`config.mk`:
```
export PLATFORM = sky130hd
export DESIGN_NAME = filter_chroma_deemphasis
export DESIGN_NICKNAME = d
export VERILOG_FILES = /design/src/rtl/secam_filter_pkg.sv /design/src/rtl/round_sat_mul.sv /design/src/rtl/filter_chroma_deemphasis.sv
export SDC_FILE = /design/constraint.sdc
export NUM_CORES = 1
export LEC_CHECK = 0
export CAP_MARGIN = 20
export CELL_PAD_IN_SITES_DETAIL_PLACEMENT = 1
export CELL_PAD_IN_SITES_GLOBAL_PLACEMENT = 1
export CORE_MARGIN = 2
export CORE_UTILIZATION = 42
export DETAILED_ROUTE_END_ITERATION = 8
export HOLD_SLACK_MARGIN = 0.1
export PLACE_DENSITY_LB_ADDON = 0.1
export SETUP_SLACK_MARGIN = 0.1
export SLEW_MARGIN = 5
export SYNTH_ARGS = -nofsm -noshare
export SYNTH_HDL_FRONTEND = slang
export SYNTH_SLANG_ARGS = --single-unit
export TNS_END_PERCENT = 20
```
`constraint.sdc`:
```
create_clock -name clk -period 4.7 [get_ports clk]
set_input_delay 0.47 -clock clk [delete_from_list [all_inputs] [get_ports clk]]
set_output_delay 0.47 -clock clk [all_outputs]
set_load 0.02 [all_outputs]
```
`src/rtl/secam_filter_pkg.sv`:
```
// Shared SECAM chroma filter coefficients and fixed-point helpers.
// Used by both the transmit pre-emphasis and the receive de-emphasis blocks.
package secam_filter_pkg;

   localparam int A_PREC_DEF = 8;
   localparam int B_PREC_DEF = 8;
   localparam int COEF_W     = 16;
   localparam int STATE_W    = 11;
   localparam int DATA_W     = 9;

   // A1 sign: de-emphasis adds +A1*v[n-1] as feedback; pre-emphasis subtracts A1*x[n-1] as a feed-forward tap.
   // DC gain (B0+B1)/(2^B_PREC - A1) = 64/64 = 1.
   localparam logic signed [COEF_W-1:0] A1 = 16'sd192;
   localparam logic signed [COEF_W-1:0] B0 = 16'sd80;
   localparam logic signed [COEF_W-1:0] B1 = -16'sd16;

   // Pre-emphasis: e[n] = rnd(PE_GAIN*(x[n] - rnd(A1*x[n-1])), 8) + rnd(PE_FB*e[n-1], 8)
   localparam logic signed [COEF_W-1:0] PE_GAIN = 16'sd819;
   localparam logic signed [COEF_W-1:0] PE_FB   = 16'sd51;

   function automatic logic signed [31:0] rnd(input logic signed [31:0] p, input int s);
      return (p + (32'sd1 <<< (s - 1))) >>> s;
   endfunction

   function automatic int sat_hi(input int w);
      return (1 << (w - 1)) - 1;
   endfunction

   function automatic int sat_lo(input int w);
      return -(1 << (w - 1));
   endfunction

   function automatic logic signed [10:0] sat11(input logic signed [31:0] v);
      if (v > 32'sd1023)
         return 11'sh3ff;
      if (v < -32'sd1024)
         return 11'sh400;
      return v[10:0];
   endfunction

   function automatic logic signed [8:0] sat9(input logic signed [31:0] v);
      if (v > 32'sd255)
         return 9'sh0ff;
      if (v < -32'sd256)
         return 9'sh100;
      return v[8:0];
   endfunction

endpackage

```
`src/rtl/round_sat_mul.sv`:
```
// Combinational signed multiply by a coefficient, round-half-up by SHIFT bits, clamp to OUT_W.
// Zero latency; no flow control of its own.
module round_sat_mul
   import secam_filter_pkg::*;
#(
   parameter int IN_W  = 11,
   parameter int SHIFT = 8,
   parameter int OUT_W = 11
)
(
   input  logic signed [IN_W-1:0]   din,
   input  logic signed [COEF_W-1:0] coef,
   output logic signed [OUT_W-1:0]  dout
);

   localparam int HI = sat_hi(OUT_W);
   localparam int LO = sat_lo(OUT_W);

   logic signed [31:0] prod;
   logic signed [31:0] rounded;

   assign prod    = 32'(din) * 32'(coef);
   assign rounded = rnd(prod, SHIFT);

   always_comb begin
      if (rounded > HI)
         dout = OUT_W'(HI);
      else if (rounded < LO)
         dout = OUT_W'(LO);
      else
         dout = rounded[OUT_W-1:0];
   end

endmodule

```
`src/rtl/filter_chroma_deemphasis.sv`:
```
// SECAM chroma de-emphasis IIR: input reg, state update, B multiplies, sum/saturate; 3-edge latency.
// Global stall while out_valid & ~out_ready; clear flushes state and pipeline even when stalled.
module filter_chroma_deemphasis
   import secam_filter_pkg::*;
#(
   parameter int A_PREC = A_PREC_DEF,
   parameter int B_PREC = B_PREC_DEF
)
(
   input  logic                     clk,
   input  logic                     rst,
   input  logic                     clear,
   input  logic                     in_valid,
   output logic                     in_ready,
   input  logic signed [DATA_W-1:0] in_data,
   output logic                     out_valid,
   input  logic                     out_ready,
   output logic signed [DATA_W-1:0] out_data
);

   logic stall;
   logic accept;

   logic                      s0_vld;
   logic signed [DATA_W-1:0]  s0_x;

   logic signed [STATE_W-1:0] v_state;
   logic signed [STATE_W-1:0] a_term;
   logic signed [31:0]        v_sum;
   logic signed [STATE_W-1:0] v_new;

   logic                      s1_vld;
   logic signed [STATE_W-1:0] s1_v;
   logic signed [STATE_W-1:0] s1_vp;

   logic signed [STATE_W-1:0] b0_term;
   logic signed [STATE_W-1:0] b1_term;

   logic                      s2_vld;
   logic signed [STATE_W-1:0] s2_b0;
   logic signed [STATE_W-1:0] s2_b1;
   logic signed [31:0]        y_sum;

   assign stall    = out_valid & ~out_ready;
   assign in_ready = ~stall & ~clear;
   assign accept   = in_valid & in_ready;

   // S0: input register
   always_ff @(posedge clk or posedge rst) begin
      if (rst) begin
         s0_vld <= 1'b0;
         s0_x   <= '0;
      end else if (clear) begin
         s0_vld <= 1'b0;
      end else if (!stall) begin
         s0_vld <= accept;
         if (accept)
            s0_x <= in_data;
      end
   end

   // S1: recursive state update, v[n] = sat11(x[n] + rnd(A1*v[n-1]))
   round_sat_mul #(.IN_W(STATE_W), .SHIFT(A_PREC), .OUT_W(STATE_W)) u_mul_a1 (
      .din  (v_state),
      .coef (A1),
      .dout (a_term)
   );

   assign v_sum = 32'(s0_x) + 32'(a_term);
   assign v_new = sat11(v_sum);

   always_ff @(posedge clk or posedge rst) begin
      if (rst) begin
         v_state <= '0;
         s1_vld  <= 1'b0;
         s1_v    <= '0;
         s1_vp   <= '0;
      end else if (clear) begin
         v_state <= '0;
         s1_vld  <= 1'b0;
      end else if (!stall) begin
         s1_vld <= s0_vld;
         if (s0_vld) begin
            s1_v    <= v_new;
            s1_vp   <= v_state;
            v_state <= v_new;
         end
      end
   end

   // S1 multiplies: the state is 11 bits and |B|/2^B_PREC < 1, so these never clip
   round_sat_mul #(.IN_W(STATE_W), .SHIFT(B_PREC), .OUT_W(STATE_W)) u_mul_b0 (
      .din  (s1_v),
      .coef (B0),
      .dout (b0_term)
   );

   round_sat_mul #(.IN_W(STATE_W), .SHIFT(B_PREC), .OUT_W(STATE_W)) u_mul_b1 (
      .din  (s1_vp),
      .coef (B1),
      .dout (b1_term)
   );

   always_ff @(posedge clk or posedge rst) begin
      if (rst) begin
         s2_vld <= 1'b0;
         s2_b0  <= '0;
         s2_b1  <= '0;
      end else if (clear) begin
         s2_vld <= 1'b0;
      end else if (!stall) begin
         s2_vld <= s1_vld;
         if (s1_vld) begin
            s2_b0 <= b0_term;
            s2_b1 <= b1_term;
         end
      end
   end

   // S2: sum and saturate into the output register
   assign y_sum = 32'(s2_b0) + 32'(s2_b1);

   always_ff @(posedge clk or posedge rst) begin
      if (rst) begin
         out_valid <= 1'b0;
         out_data  <= '0;
      end else if (clear) begin
         out_valid <= 1'b0;
      end else if (!stall) begin
         out_valid <= s2_vld;
         if (s2_vld)
            out_data <= sat9(y_sum);
      end
   end

endmodule

```
==> flow_summary.yaml, run 1 <==
timing:
  setup_viol: 22
  skew_ns: 0.00770
  fin_crit_ns: 5.04
  fin_ws_ns: -0.337
  hold_ws_ns: 0.473
  final-hold-violation-count: 0
  slew_violations: 0
  max_freq_mhz: 199
  rsz0062_at_grt: "true"
  period_share: 1.07
  maxSlewHeadroom: 0.401
  worst_pin_slew_ns: 0.899
worst_setup_path:
  crit_path_end: "v_state[8]"
  crit_chain: "ha_1, ha_2, buf_6, a211oi_4, nor2_4, buf_4, nor2_1, nand3_1, a2111o_1, a211oi_4, buf_6, a21oi_2, ha_2, fa_2, a21oi_2, buf_4, o211ai_1, o31a_1, nor2_1, xnor2_1, o211ai_1, a31o_2, nand2_1"
  crit_path_max_fanout: 8
  regToRegSetupSlack_ns: -0.34
  critPathSlowestCell: "a2111o_1"
  ff2ff_path_depth: 23
  path_class: "register to register"
  cp.depth: 23
  cp.required_ns: 4.99
  arrival_ns: 5.32
  cpLargestDelayFamily: "compound AO/OA/AOI/OAI gates"
  r2r-start: "v_state[2]"
  critical_path.startpoint_type: "register"
  max_stage_delay_ns: 0.48
  endpoint_kind: "register"
  crit_start: "v_state[2]"
  crit_buf_inv: 4
  worstReg2RegEnd: "v_state[8]"
finish:
  syn_to_final_growth_pct: 29.9
  layout-drive-gt1-share: 0.268
  antennaDiodeCount: 0
  final_core_util: 0.556
  fin_nets: 890
  design_area_um2: 8020
yosys:
  ys_warn_count: 0
  yosys.area.top_type: "dfrtp_1"
  syn_area_um2: 6170
  synth_cells: 688
  syn-num-nets: 771
  synth_seq_area_share: 0.312
  synthDistinctLibCells: 82
  async_flop_share: 1.00
  synth_ff_type: "dfrtp_1"
  synth.most_common_cell: "nand2_1"
  synthTopCellsByArea: "dfrtp_1 31%, ha_1 13%, nand2_1 5.6%"
  synth-edff-count: 0
  synth-seq-cells: 77
  synth_area_per_cell_um2: 8.97
  synth_top_cell_area_share: 0.312
  ys_top_cells_by_count: "92 x nand2_1, 77 x dfrtp_1, 65 x ha_1, 64 x a21oi_1, 52 x nor2_1"
route:
  vias: 5607
  vias_per_cell: 5.63
  dr.first_iter.drc_count: 354
  antenna_left: 0
  post_drt_wl_per_cell_um: 18.6
  wl_um: 18500
  drtPass1Iterations: 4
  post-route-drc-count: 0
place:
  port_buffers: 24
  dp_hpwl_um: 13800
  place.gp.congestion: 0.854
  dpl-instance-area_um2: 7200
floorplan:
  num_rows: 44
  initial_core_util: 0.428
  die_h_um: 125
  coreArea_um2: 14400
  ios: 25
  dieArea_um2: 15700
  die_w_um: 125
cts:
  path_clk_slew_ns: 0.06
  clk_latency_ns: 0.35
  cts_max_level: 3
  root_buffer: "clkbuf_16"
  cts_hold_buffers: 0
  cts_tree: "done"
  clockBufferDepth: 2
  cts_sinks: 77
  cts-buffers-inserted: 9
grt:
  grt_util_met2: 0.451
  grt_pass1_vias: 6100
  grt_use_met3: 0.0351
  grt_antenna_before_repair: 0
  grtUsageMet1: 0.279
  grt_start_max_net_pins: 48
  overflow: 0
  grt_use_total: 0.241
  grt_pass1_wl_um: 30500
  grt_busiest_layer: "met2"
hold_path:
  hold_class: "input port to asynchronous set/reset pin"
run_status:
  status: "complete, but fails checks"
  violations: "setup timing"
run:
  maxCapViolCount: 0
sequential cells by signal (all words and copies together) (netlist names):
name       cells
v_state       11
s1_vp         11
s2_vld         1
s1_v          11
s0_x           9
s1_vld         1
s0_vld         1
s2_b1         11
out_valid      1
s2_b0         11
out_data       9
cell usage in the layout, fill, tap and decap left out, types with 5 or more instances in the layout:
cell	netlist	routed
ha_4	0	5
nand2_1	92	91
xnor2_1	30	29
clkdlybuf4s50_1	0	24
a211oi_1	8	7
o21ai_0	27	18
mux2_2	24	24
a21o_1	14	14
o21ai_1	17	14
a21oi_2	1	9
a21oi_1	64	55
o21a_1	9	8
nor4_1	5	5
nand3_1	21	19
xor2_1	22	21
or3_1	7	7
ha_1	65	56
clkbuf_16	0	9
dfrtp_1	77	77
o211ai_1	10	10
nor3_1	12	11
and2_1	6	5
inv_1	22	21
buf_4	2	92
o21ai_2	1	11
nor2_1	52	50
buf_6	0	7
worst min path at each step:
stage	depth (start not counted)	endpoint	slack [ns]
global placement	1	s1_v[0]	0.46
finish	2	s1_v[9]	0.47
CTS	1	s1_v[0]	0.47
global route	1	s1_v[0]	0.50
detailed placement	1	s1_v[0]	0.46
floorplan	1	s1_v[0]	0.44
logic make-up (layout without fill, tap and decap cells):
family          Yosys count  after routing  synth area share
fa+ha+maj                69             69             0.145
simple gates            235            235             0.182
compound gates          191            191             0.212
flops                    77             77             0.312
mux                      25             25            0.0454
buf+inv                  37            161            0.0247
xor+xnor                 54             54            0.0790
worst register-to-register path, delay by kind of cell, from the launching register on:
kind                       cells  cell delay [ns]
AOI/OAI and AO/OA              9             2.03
xor gates and xnor gates       1             0.19
and+or+nand+nor                5             0.66
DFF                            1             0.43
buffers and inverters          4             0.59
adders and majority gates      4             1.06
area by class of cell:
cell class                      instances  area, um2
Clock inverter                          5       81.3
Tap cell                              184        230
Multi-Input combinational cell        574       4440
Inverter                               22       83.8
Timing Repair Buffer                  123       1010
Clock buffer                           11        253
Sequential cell                        77       1930
Fill cell                            1642       6400
layer usage:
metal	vias up	wire, um
met5	-	0
met3	28	304
met2	61	10100
met1	2780	7730
met4	0	372
li1	2738	-
metrics by stage:
step / worst slack, ns / TNS [ns] / std cells
5_1_grt: -0.558 / -8.51 / 996
6_report: -0.337 / -4.39 / 996
3_3_place_gp: -0.583 / -5.18 / 959
2_1_floorplan: -0.00840 / -0.0329 / 688
4_1_cts: -0.157 / -0.970 / 990
3_5_place_dp: -0.742 / -7.88 / 959
what timing repair did:
item / CTS / global route
setup buffers: 15 / 6
pin swaps: 27 / 14
resized for setup: 53 / 14
setup endpoints to repair: 22 / 22
Power of run 1 is not shown: default switching activity piles up to over one toggle a cycle in this logic, so the estimate is an artifact.
==> run 2: changes to the inputs <==
- SETUP_SLACK_MARGIN: 0.1 -> 0.4
==> run 2 against run 1 <==
Net effect: the flow still finishes with violations (setup timing); non-clock buffer count down 17; final cell count down 1.5%; sequential share of layout area rose by 0.46 points; critical path depth stayed put; count of clock-buffer cells in the layout shrank 1; register-to-register slack improved by 0.14 ns; critical endpoint is now v_state[2].
==> flow_summary.yaml, run 2 (synthesis results as in run 1) <==
grt:
  grt_pass1_vias: 5850
  grt_start_max_net_pins: 44
  grt_use_total: 0.231
  grt_pass1_wl_um: 29300
  grt_antenna_before_repair: 0
  overflow: 0
finish:
  antennaDiodeCount: 0
  layout-drive-gt1-share: 0.255
  layoutNonFillerInstCount: 981
  final_common_cell: "nand2_1"
  final_cell_mix: "92 x nand2_1, 78 x buf_4, 75 x dfrtp_1"
  multi_input_area_um2: 4480
  fin_nets: 875
  num-fill-cells: 1666
  syn_to_final_growth_pct: 27.6
  ff_latch_area_um2: 1930
timing:
  max_freq_mhz: 204
  fin_ws_ns: -0.200
  rsz0062_at_grt: "true"
  fin_crit_ns: 4.90
  worst_pin_slew_ns: 0.930
  skew_ns: 0.0116
  period_share: 1.04
  setup_viol: 21
  slew_violations: 0
  maxSlewHeadroom: 0.380
  final-hold-violation-count: 0
floorplan:
  die_h_um: 125
  coreArea_um2: 14400
  ios: 25
  num_rows: 44
  die_w_um: 125
  initial_core_util: 0.428
  dieArea_um2: 15700
route:
  antenna_left: 0
  drtPass1Iterations: 4
  post_drt_wl_per_cell_um: 18.2
  vias_per_cell: 5.62
  dr.first_iter.drc_count: 226
  wl_um: 17800
  post-route-drc-count: 0
  vias: 5514
place:
  numPlacedInstances: 949
  port_buffers: 24
  dp_hpwl_um: 13700
  place.gp.congestion: 0.850
cts:
  cts_hold_buffers: 0
  clk_latency_ns: 0.35
  cts_tree: "done"
  clockBufferDepth: 2
  root_buffer: "clkbuf_16"
  cts_sinks: 77
  cts_max_level: 3
  cts-buffers-inserted: 9
  path_clk_slew_ns: 0.06
run:
  maxCapViolCount: 0
worst_setup_path:
  arrival_ns: 5.18
  path_class: "register to register"
  critical_path.startpoint_type: "register"
  crit_path_max_fanout: 7
  endpoint_kind: "register"
  cp.required_ns: 4.98
run_status:
  status: "complete, but fails checks"
  violations: "setup timing"
hold_path:
  hold_class: "register to register"
-- run 2: cell types whose count changed in the layout (fill, tap and decap cells not counted), sizes merged --
cell | before | now
clkbuf | 11 | 10
clkinv | 2 | 4
bufinv | 2 | 0
buf | 99 | 82
nor2 | 54 | 55
clkinvlp | 1 | 2
o22a | 1 | 2
-- run 2: final timing paths --
kind / from / end / slack [ns] / cells after the start
min: out_data[8] / out_data[8] / 0.48 / 2
min reg2reg: out_data[8] / out_data[8] / 0.48 / 2
max in group asynchronous: rst / s2_b0[6] / 3.20 / 3
min in group asynchronous: rst / s1_v[9] / 0.56 / 2
max: v_state[2] / v_state[2] / -0.20 / 23
max reg2reg: v_state[2] / v_state[2] / -0.20 / 23
-- run 2: layout make-up --
cell class                 count  share of cell area
clock inverter                 6             0.00588
inverter                      22              0.0106
multi-input combinational    576               0.569
clock buffer                  10              0.0303
timing repair buffer         106               0.111
tap                          184              0.0292
sequential                    77               0.245
-- run 2: per-stage QoR --
stage | cell area (um2) | hold slack [ns] | worst slack [ns] | utilization | setup TNS, ns
2_1_floorplan | 6220 | 0.441 | -0.00840 | - | -0.0329
3_3_place_gp | 7130 | 0.457 | -0.203 | 0.494 | -2.30
3_5_place_dp | 7130 | 0.470 | -0.435 | 0.494 | -6.74
4_1_cts | 7690 | 0.492 | -0.151 | 0.533 | -0.864
5_1_grt | 7880 | 0.519 | -0.376 | 0.546 | -7.36
6_report | 7880 | 0.485 | -0.200 | 0.546 | -3.17
-- run 2: layer usage --
metal	share of wire	wire length (um)	vias up	global-route usage
li1	-	-	2708	-
met1	0.43	7610	2719	0.267
met2	0.53	9400	58	0.425
met3	0.018	318	29	0.0381
met4	0.029	512	0	0.0882
met5	0	0	-	0
-- run 2: critical path, stage by stage, from the launching register on --
cell and delay (ns):
dfrtp_1 0.42, buf_4 0.16, ha_4 0.25, ha_4 0.25, a211oi_4 0.28, nor2_2 0.11
o41ai_4 0.35, a31oi_2 0.17, a2111o_1 0.50, a211oi_4 0.27, buf_6 0.17, a21oi_2 0.04
ha_2 0.19, fa_2 0.37, a21oi_4 0.15, o211ai_1 0.11, nand2_1 0.12, buf_4 0.14
a21oi_4 0.07, a311oi_4 0.22, buf_6 0.16, buf_4 0.15, o21ai_2 0.08, nand2_1 0.07
-- run 2: timing repair --
action | CTS | global route
setup endpoints to repair | 22 | 22
buffers inserted | 9 | 5
cloned | 1 | 1
resized for setup | 44 | 27
pin swaps | 22 | 21
Power of run 2 is left out for the same reason.
